--- config.mk ---
export PLATFORM = sky130hd
export DESIGN_NAME = usr_sw_conditioner
export DESIGN_NICKNAME = d
export VERILOG_FILES = /design/src/rtl/usr_sw_conditioner.sv
export SDC_FILE = /design/constraint.sdc
export NUM_CORES = 1
export LEC_CHECK = 0
export BUFFER_PORTS_ARGS = -buffer_cell sky130_fd_sc_hd__buf_2
export CAP_MARGIN = 20
export CORE_AREA = 8 8 175 177
export CTS_BUF_LIST = sky130_fd_sc_hd__clkbuf_4
export DETAILED_ROUTE_END_ITERATION = 10
export DIE_AREA = 0 0 183 185
export SETUP_SLACK_MARGIN = 0.15
export SLEW_MARGIN = 20
export SYNTH_ARGS = -nofsm -noshare
export SYNTH_HDL_FRONTEND = slang
export SYNTH_SLANG_ARGS = --single-unit
--- constraint.sdc ---
create_clock -name sys0_clk -period 2 [get_ports sys0_clk]
set_input_delay 0.5 -clock sys0_clk [delete_from_list [all_inputs] [get_ports sys0_clk]]
set_output_delay 0.5 -clock sys0_clk [all_outputs]
set_load 0.03 [all_outputs]
--- src/rtl/usr_sw_conditioner.sv ---
// DIP-switch conditioner: two-flop synchroniser, per-bit debounce, registered
// rise/fall strobes and a wrap-around count of accepted changes.
module usr_sw_conditioner #(
  parameter int unsigned     WIDTH           = 8,
  parameter int unsigned     DEBOUNCE_CYCLES = 2000000,
  parameter int unsigned     CNT_W           = 21,
  parameter logic [WIDTH-1:0] RESET_VALUE    = 8'h00
) (
  input  logic             sys0_clk,
  input  logic             sys0_rst,
  input  logic [WIDTH-1:0] usr_sw_i,
  input  logic             clear_count,
  output logic [WIDTH-1:0] sw_stable,
  output logic [WIDTH-1:0] sw_rise,
  output logic [WIDTH-1:0] sw_fall,
  output logic             sw_changed,
  output logic [15:0]      change_count
);

  generate
    if ((DEBOUNCE_CYCLES < 2) ||
        (longint'(DEBOUNCE_CYCLES) > ((longint'(1) << CNT_W) - 1))) begin : g_bad_cfg
      $error("usr_sw_conditioner: DEBOUNCE_CYCLES out of range for CNT_W");
    end
  endgenerate

  localparam logic [CNT_W-1:0] CNT_LAST = CNT_W'(DEBOUNCE_CYCLES - 1);

  logic [WIDTH-1:0] sync1;
  logic [WIDTH-1:0] sync2;
  logic [CNT_W-1:0] cnt [WIDTH];
  logic [WIDTH-1:0] accept;

  // A bit is accepted on the edge where its disagreeing count reaches the last value.
  always_comb begin
    accept = '0;
    for (int i = 0; i < int'(WIDTH); i++) begin
      accept[i] = (sync2[i] != sw_stable[i]) && (cnt[i] == CNT_LAST);
    end
  end

  always_ff @(posedge sys0_clk) begin
    if (sys0_rst) begin
      sync1        <= RESET_VALUE;
      sync2        <= RESET_VALUE;
      sw_stable    <= RESET_VALUE;
      sw_rise      <= '0;
      sw_fall      <= '0;
      sw_changed   <= 1'b0;
      change_count <= '0;
      for (int i = 0; i < int'(WIDTH); i++) begin
        cnt[i] <= '0;
      end
    end else begin
      sync1 <= usr_sw_i;
      sync2 <= sync1;
      for (int i = 0; i < int'(WIDTH); i++) begin
        if (sync2[i] == sw_stable[i]) begin
          cnt[i] <= '0;
        end else if (accept[i]) begin
          cnt[i] <= '0;
        end else begin
          cnt[i] <= cnt[i] + CNT_W'(1);
        end
      end
      sw_stable  <= sw_stable ^ accept;
      sw_rise    <= accept & sync2;
      sw_fall    <= accept & ~sync2;
      sw_changed <= |accept;
      // Clear wins over an increment landing on the same edge.
      if (clear_count) begin
        change_count <= '0;
      end else if (sw_changed) begin
        change_count <= change_count + 16'd1;
      end
    end
  end

endmodule

==> impl_metrics.ini, run 1 <==
[final_layout]
drive_above_1_share_pct = 29.0
area_growth_pct = 36.6
final_util_pct = 53.5
final_nets = 1425

[timing]
fmax_mhz = 518
timing.final.hold_violations = 0
whs_ns = 0.0711
period_needed_ns = 1.93
final-setup-viol-count = 0
rsz0062_at_grt = yes
skew_ns = 0.0465
finalCritPeriodShare_pct = 96.5
slew_violations = 0

[worst_setup_path]
criticalPathCategory = register to register
crit_arrival_ns = 2.29
start_kind = register
crit_fanout = 5
crit_path_cell_trace = or4b_4, nor4_4, nand2_2, nand2_4, clkbuf_16, nor2_2
cp.required_ns = 2.36
slowest_stage = or4b_4
crit_path_end_kind = register
worst_path_largest_cell_delay_ns = 0.56

[cts]
clk_path_buf_depth = 3
clk_pin_slew_ns = 0.06
cts_tree = built
cts-htree-levels = 3
numCtsBuffers = 66
clock_sinks = 225
root_buffer = clkbuf_4
clock_latency_ns = 0.64

[floorplanning]
ios = 52
start_util_pct = 39.1
die_h_um = 185
row_count = 62
die_x_um = 183
dieArea_um2 = 33900
core_um2 = 28100

[job]
maxCapViolations = 0

[logic_synthesis]
synth.distinct_cells = 45
postSynthCellCount = 1027
synth_commonest_cells = 221 x nor2_1, 168 x edfxtp_1, 96 x xor2_1
synth_top_area_share_pct = 45.9
syn_area_um2 = 11000
synthTopCellsByArea = edfxtp_1 46%, dfxtp_1 10%, xor2_1 7.7%
synth_area_per_cell_um2 = 10.7
synthArstFlopShare_pct = 0
ys_seq_elements = 225
ys_dominant_reg_cell = edfxtp_1
synth_top_area_cell = edfxtp_1
synth_warnings = 0
seq_area_frac_synth_pct = 56.3
synth-edff-count = 168
synth.most_common_cell = nor2_1

[routing]
wl_per_cell_um = 12.6
vias_per_cell = 4.57
via_count = 8416
drt_iter0_drc = 384
wirelength_mm = 23.3
final_antenna_net_count = 0
dr.pass1.iters = 5
drc = 0

[grt]
grt_max_degree = 27
grt_use_total_pct = 13.3
antenna_found_initial = 1
grt_overflow = 0
grt_pass1_wl_mm = 37.9
grt_pass1_vias = 8187

[power_and_ir_drop]
powerDensity_nw_per_um2 = 685
vdd_drop_max_v = 0.000446
leakage_nw = 5.64

[placement]
dp_hpwl_mm = 14.9
io_buffers = 51
place_congestion = 0.763

[worst_hold_path]
worstHoldPathType = input port to register

[outcome]
status = finished clean
## power breakdown
part / internal, mW / switching [mW]
sequential: 5.18 / 0.151
clock: 2.50 / 1.91
combinational: 0.251 / 0.292
## per-stage QoR
stage,setup TNS [ns],power (mW),worst slack (ns),std cells,cell area [um^2]
6_report,0,10.3,0.0707,1841,15000
2_1_floorplan,0,5.67,0.104,1194,11600
3_5_place_dp,0,5.83,0.0338,1677,12900
4_1_cts,0,10.4,0.0955,1812,14000
5_1_grt,-0.0768,10.8,-0.0179,1841,15000
3_3_place_gp,0,5.82,0.0276,1677,12900
## state kept, by name (all words and copies together) (netlist names), named ones only
signal	flops
sw_fall	8
sw_changed	1
sync2	8
change_count	16
sync1	8
cnt	168
sw_rise	8
## logic make-up after synthesis
kind of cell	Yosys count	share of synthesized area (%)
and+or+nand+nor	562	26.1
DFF	225	56.3
xor gates and xnor gates	171	13.6
buffers and inverters	40	1.62
AOI/OAI and AO/OA	11	0.592
adders and majority gates	9	1.02
muxes	8	0.729
other	1	0.0341
## critical path, delay by kind of cell (launching register included)
family | cells | cell delay (ns)
simple gates | 5 | 1.12
flops | 1 | 0.38
buf+inv | 1 | 0.16
## routing by layer
layer | vias to the layer above | track usage [%] | routed length [um]
li1 | 4296 | - | -
met1 | 3918 | 17.0 | 10600
met2 | 156 | 21.3 | 10900
met3 | 46 | 3.37 | 1160
met4 | 0 | 5.63 | 511
met5 | - | 0 | 0
## cells in the final DEF, fill, tap and decap left out, types with 12 or more instances in the layout
cell type | Yosys | routed
nand3_1 | 66 | 64
nor2_2 | 0 | 20
nor2_4 | 0 | 37
conb_1 | 1 | 168
nor2b_1 | 16 | 16
xnor2_1 | 75 | 73
nand4_1 | 43 | 43
dfxtp_1 | 57 | 45
buf_4 | 0 | 94
dfxtp_2 | 0 | 12
clkbuf_4 | 0 | 123
and3_1 | 34 | 30
xor2_1 | 96 | 93
buf_2 | 10 | 39
edfxtp_1 | 168 | 168
inv_1 | 12 | 12
nor2_1 | 221 | 164
nand2_1 | 67 | 59
nor3_1 | 23 | 19
## worst paths after layout
kind	cells after the start	to	from	slack, ns
worst max-delay path	6	cnt[1][19]	cnt[1][8]	0.07
worst min-delay path	2	sync1[7]	usr_sw_i[7]	0.07
worst max register to register	6	cnt[1][19]	cnt[1][8]	0.07
worst min register to register	1	sync2[0]	sync1[0]	0.44
## final cells by class
class,instances,area [um^2]
inverters,12,45.0
fillers,2574,13100
flip-flops and latches,225,6200
clock inverters,7,26.3
clock buffers,112,841
well taps,384,480
multi-input cells,932,6010
diodes,1,2.50
repair buffers,168,1410
## timing repair
item,in CTS,in global routing
pin swaps,7,73
setup buffers,12,18
endpoints found under the setup margin,107,190
resized for setup,25,178
hold buffers,0,0
cloned,4,10
Note: power is estimated with default switching activity, not from simulation.
==> inputs of run 2 (changes only) <==
PLACE_DENSITY = 0.57   (was unset)
==> impl_metrics.ini, run 2 (synthesis gave the netlist of run 1 again) <==
[grt]
grtUsageMet1_pct = 16.9
grt_use_total_pct = 12.9
grt_max_degree = 29
grt_pass1_wl_mm = 36.7
grt_overflow = 0
top_usage_layer = met2
antenna_found_initial = 1
grt_pass1_vias = 8020
use_met3_pct = 3.28
gr-usage-met2_pct = 20.4

[final_layout]
multi_input_area_um2 = 6030
layout_common_cells = 168 x edfxtp_1, 168 x conb_1, 152 x nor2_1
area_growth_pct = 38.0
final-seq-area_um2 = 6200
finalNonFillerCells = 1864
fill_cells = 2565
top_register = cnt
largest_reg_flops = 168
final_nets = 1449
drive_above_1_share_pct = 29.8
top_regs = cnt: 168 flops, change_count: 16 flops

[routing]
wirelength_mm = 23.2
drt_iter0_drc = 315
vias_per_cell = 4.52
dr.pass1.iters = 5
via_count = 8430
final_antenna_net_count = 0
drc = 0
wl_per_cell_um = 12.5

[timing]
whs_ns = 0.153
final-setup-viol-count = 0
slew_violations = 0
skew_ns = 0.0289
rsz0062_at_grt = yes
finalCritPeriodShare_pct = 99.5
timing.final.hold_violations = 0
fmax_mhz = 502
layout_setup_ws_ns = 0.00970
period_needed_ns = 1.99

[cts]
cts_tree = built
clock_sinks = 225
clk_pin_slew_ns = 0.06
root_buffer = clkbuf_4
cts-htree-levels = 2
numCtsBuffers = 60
clock_latency_ns = 0.67
clk_path_buf_depth = 3

[worst_setup_path]
slowest_stage = or4_4
start_kind = register
crit_path_cell_trace = or4_4, nor4_4, and2_4, or3_4, nor2_2
crit_arrival_ns = 2.41
path_buf_inv = 0
cp_top_family = simple AND/OR/NAND/NOR gates
crit_path_end_kind = register
criticalPathCategory = register to register
crit_fanout = 6
worst_path_largest_cell_delay_ns = 0.54
cp.required_ns = 2.42

[power_and_ir_drop]
powerDensity_nw_per_um2 = 654
leakage_nw = 5.67
vdd_drop_max_v = 0.000383
power_mw = 9.92

[floorplanning]
die_h_um = 185
dieArea_um2 = 33900
start_util_pct = 39.1
ios = 52
die_x_um = 183
core_um2 = 28100
row_count = 62

[placement]
place_congestion = 0.776
placed_cells = 1690
dp_hpwl_mm = 15.2
dp_worst_setup_slack_ns = 0.0233
io_buffers = 51

[worst_hold_path]
worstHoldPathType = input port to register

[outcome]
status = finished clean

[job]
maxCapViolations = 0
==> run 2: area by class of cell <==
type	count	share of cell area [%]
Timing Repair Buffer	199	10.7
Clock inverter	17	0.445
Multi-Input combinational cell	931	39.7
Tap cell	384	3.17
Sequential cell	225	40.9
Inverter	12	0.297
Clock buffer	95	4.70
Antenna cell	1	0.0165
==> run 2: report_power, final <==
part	switching [mW]	internal [mW]	leakage [nW]
clock network	1.88	2.15	0.471
registers	0.142	5.17	2.20
logic	0.310	0.270	2.99
total	2.33	7.59	5.67
==> run 2: repair_timing <==
action                                  4_1_cts  5_1_grt
buffers inserted                             11       37
endpoints found under the hold margin         6        0
hold buffers                                  6        0
resized for setup                            44      176
endpoints found under the setup margin      153      184
pin swaps                                    14       74
gates cloned                                  1        6
==> run 2: routing by layer <==
| metal | vias up | wire, um | share of wire, % |
|---|---|---|---|
| met1 | 3925 | 11000 | 47 |
| met3 | 51 | 1010 | 4.3 |
| li1 | 4327 | - | - |
| met5 | - | 0 | 0 |
| met2 | 127 | 10700 | 46 |
| met4 | 0 | 508 | 2.2 |
==> run 2: worst paths after layout <==
path | start | endpoint | slack (ns) | depth (start not counted)
max reg2reg | cnt[0][11] | cnt[0][8] | 0.01 | 5
min | usr_sw_i[3] | sync1[3] | 0.15 | 2
min reg2reg | sync1[0] | sync2[0] | 0.43 | 1
max | cnt[0][11] | cnt[0][8] | 0.01 | 5
==> run 2: through the flow <==
step	setup TNS, ns	utilization, %	instance area [um^2]
after global routing	-0.645	54.0	15200
after CTS	0	50.1	14100
after floorplan	0	-	11600
after global placement	0	46.3	13000
after detailed placement	0	46.3	13000
final	0	54.0	15200
==> inputs of run 3 (changes only) <==
ABC_AREA = 1   (was unset)
CORE_AREA = 8 8 183 185   (was 8 8 175 177)
DIE_AREA = 0 0 191 193   (was 0 0 183 185)
PLACE_DENSITY = 0.56   (was 0.57)
==> impl_metrics.ini, run 3 <==
[outcome]
status = finished clean

[routing]
route.met3.wl_um = 947
routed.top_layer = met4
wl_met1_mm = 11.1
dr.pass1.iters = 5
drt_iter0_drc = 440
wirelength_mm = 23.7
final_antenna_net_count = 0
wl_per_cell_um = 11.3
vias_per_cell = 4.44
wl_met2_mm = 10.9
drc = 0
via_count = 9278

[timing]
rsz0062_at_grt = yes
skew_ns = 0.0279
timing.final.hold_violations = 0
tns_ns = 0
slew_violations = 0
fmax_mhz = 571
period_needed_ns = 1.75
finalCritPeriodShare_pct = 87.5
final-setup-viol-count = 0

[worst_setup_path]
crit_arrival_ns = 1.25
start_kind = register
cp.required_ns = 1.50
cp.depth = 1
cp_top_family = flip-flops
worst_path_largest_cell_delay_ns = 0.38
path_buf_inv = 1
reg2reg_slack_ns = 0.27
crit_path_cell_trace = buf_6
crit_path_end_kind = output port
slowest_stage = dfxtp_1
criticalPathCategory = register to output port
crit_fanout = 3
worstRegToRegCells = 7

[final_layout]
layout_common_cells = 219 x nor2_1, 180 x nand2_1, 168 x edfxtp_1, 168 x conb_1, 154 x inv_1
area_growth_pct = 21.9
final_util_pct = 47.4
largest_reg_flops = 168
top_register = cnt
top_regs = cnt: 168 flops, change_count: 16 flops
drive_above_1_share_pct = 21.3
mostFrequentLayoutCell = nor2_1
final_nets = 1653

[job]
maxCapViolations = 0

[cts]
clock_latency_ns = 0.70
cts_tree = built
clk_path_buf_depth = 3
clock_sinks = 225
root_buffer = clkbuf_4
clk_pin_slew_ns = 0.07
cts-htree-levels = 2
numCtsBuffers = 61

[floorplanning]
dieArea_um2 = 36900
die_x_um = 191
ios = 52
row_count = 65
start_util_pct = 38.9
core_um2 = 30800
die_h_um = 193

[worst_hold_path]
worstHoldPathType = input port to register
hold_path_depth = 4

[logic_synthesis]
syn_area_um2 = 12000
postSynthCellCount = 1334
synth_warnings = 0
seq_area_frac_synth_pct = 51.6
synth_commonest_cells = 226 x nor2_1, 181 x nand2_1, 168 x edfxtp_1
synthArstFlopShare_pct = 0
synth_top_area_share_pct = 42.1
ys_dominant_reg_cell = edfxtp_1
synthTopCellsByArea = edfxtp_1 42%, dfxtp_1 9.5%, nor2_1 7.1%
synth-edff-count = 168
synth.distinct_cells = 47
ys_seq_elements = 225
synth_top_area_cell = edfxtp_1
synth.most_common_cell = nor2_1
synth_area_per_cell_um2 = 8.99

[power_and_ir_drop]
power_frac_comb_pct = 4.4
powerDensity_nw_per_um2 = 681
p_seq_share_pct = 53.5
clkPwrFrac_pct = 42.0
switching_power_mw = 2.34
vdd_drop_max_v = 0.000384
sw_frac_of_total_pct = 23.5
leakage_nw = 5.90
intPower_mw = 7.61

[grt]
grt_max_degree = 26
grt_use_total_pct = 12.9
antenna_found_initial = 1
grt_pass1_vias = 8771
grt_pass1_wl_mm = 39.8
grt_overflow = 0

[placement]
io_buffers = 51
dp_hpwl_mm = 17.2
place_congestion = 0.802
==> run 3: changes by cell type after synthesis, moves of 16 or more <==
cell / delta
inv_1: +142
nand2_1: +114
a21oi_1: +62
xnor2_1: -61
xor2_1: -41
nand2_2: +33
nor2_2: +33
o21ai_0: +31
nor3_1: +30
and3_1: -29
nand3_2: +21
nor4b_1: -20
nor2_4: +17
nor2b_1: -16
==> run 3: worst reg2reg max path, stage by stage, from the launching register on <==
cell      delay (ns)
edfxtp_1        0.39
ha_1            0.22
nand3_2         0.15
nor2_2          0.22
nand3_4         0.14
nand2_8         0.14
buf_4           0.16
nor3_1          0.06
==> run 3: routing by layer <==
layer  vias to the layer above  track usage [%]
met1                      4166             16.1
met3                        48             3.27
met4                         0             5.25
li1                       4928                -
met5                         -                0
met2                       136             21.1
==> run 3: cell families after synthesis <==
group / share of synthesized area (%)
fa+ha+maj: 0.939
simple gates: 30.3
compound gates: 5.94
mux: 0.0835
other cells: 0.0313
xor+xnor: 5.04
buf+inv: 6.11
flops: 51.6
==> run 3: what timing repair did <==
| item | 4_1_cts | 5_1_grt |
|---|---|---|
| pin swaps | 0 | 2 |
| hold buffers | 7 | 0 |
| setup buffers | 0 | 10 |
| endpoints found under the hold margin | 7 | 0 |
| cloned | 0 | 1 |
| resized for setup | 33 | 48 |
| setup endpoints to repair | 21 | 117 |
==> run 3: metrics by stage <==
stage | hold slack [ns] | cells | setup slack (ns) | area [um^2] | power (mW)
5_1_grt | 0.0410 | 2089 | 0.128 | 14600 | 10.5
3_5_place_dp | 0.398 | 1954 | 0.175 | 13400 | 5.84
2_1_floorplan | 0.388 | 1501 | 0.379 | 12600 | 5.71
6_report | 0.102 | 2089 | 0.250 | 14600 | 9.95
3_3_place_gp | 0.396 | 1954 | 0.213 | 13400 | 5.83
4_1_cts | 0.0208 | 2077 | 0.125 | 14400 | 10.2
==> run 3: area by class of cell <==
class                   instances  area [um^2]
multi-input cells            1095         5850
fillers                      2993        16200
clock inverters                14         53.8
repair buffers                 82          596
well taps                     402          503
inverters                     168          633
flip-flops and latches        225         6210
diodes                          1         2.50
clock buffers                 102          766
==> run 3: path summary, 6_finish.rpt <==
check	from	to
worst max-delay path	register	sw_stable[2]
worst min-delay path	clear_count	change_count[0]
worst max register to register	cnt[0][42]	cnt[0][53]
worst min register to register	sync1[5]	sync2[5]
==> run 3: power by group through the flow <==
stage,clock [mW],combinational [mW],sequential [mW]
floorplan,0,0.328,5.39
global placement,0,0.404,5.42
detailed placement,0,0.408,5.43
CTS,4.41,0.421,5.33
global route,4.64,0.512,5.35
finish,4.18,0.441,5.33
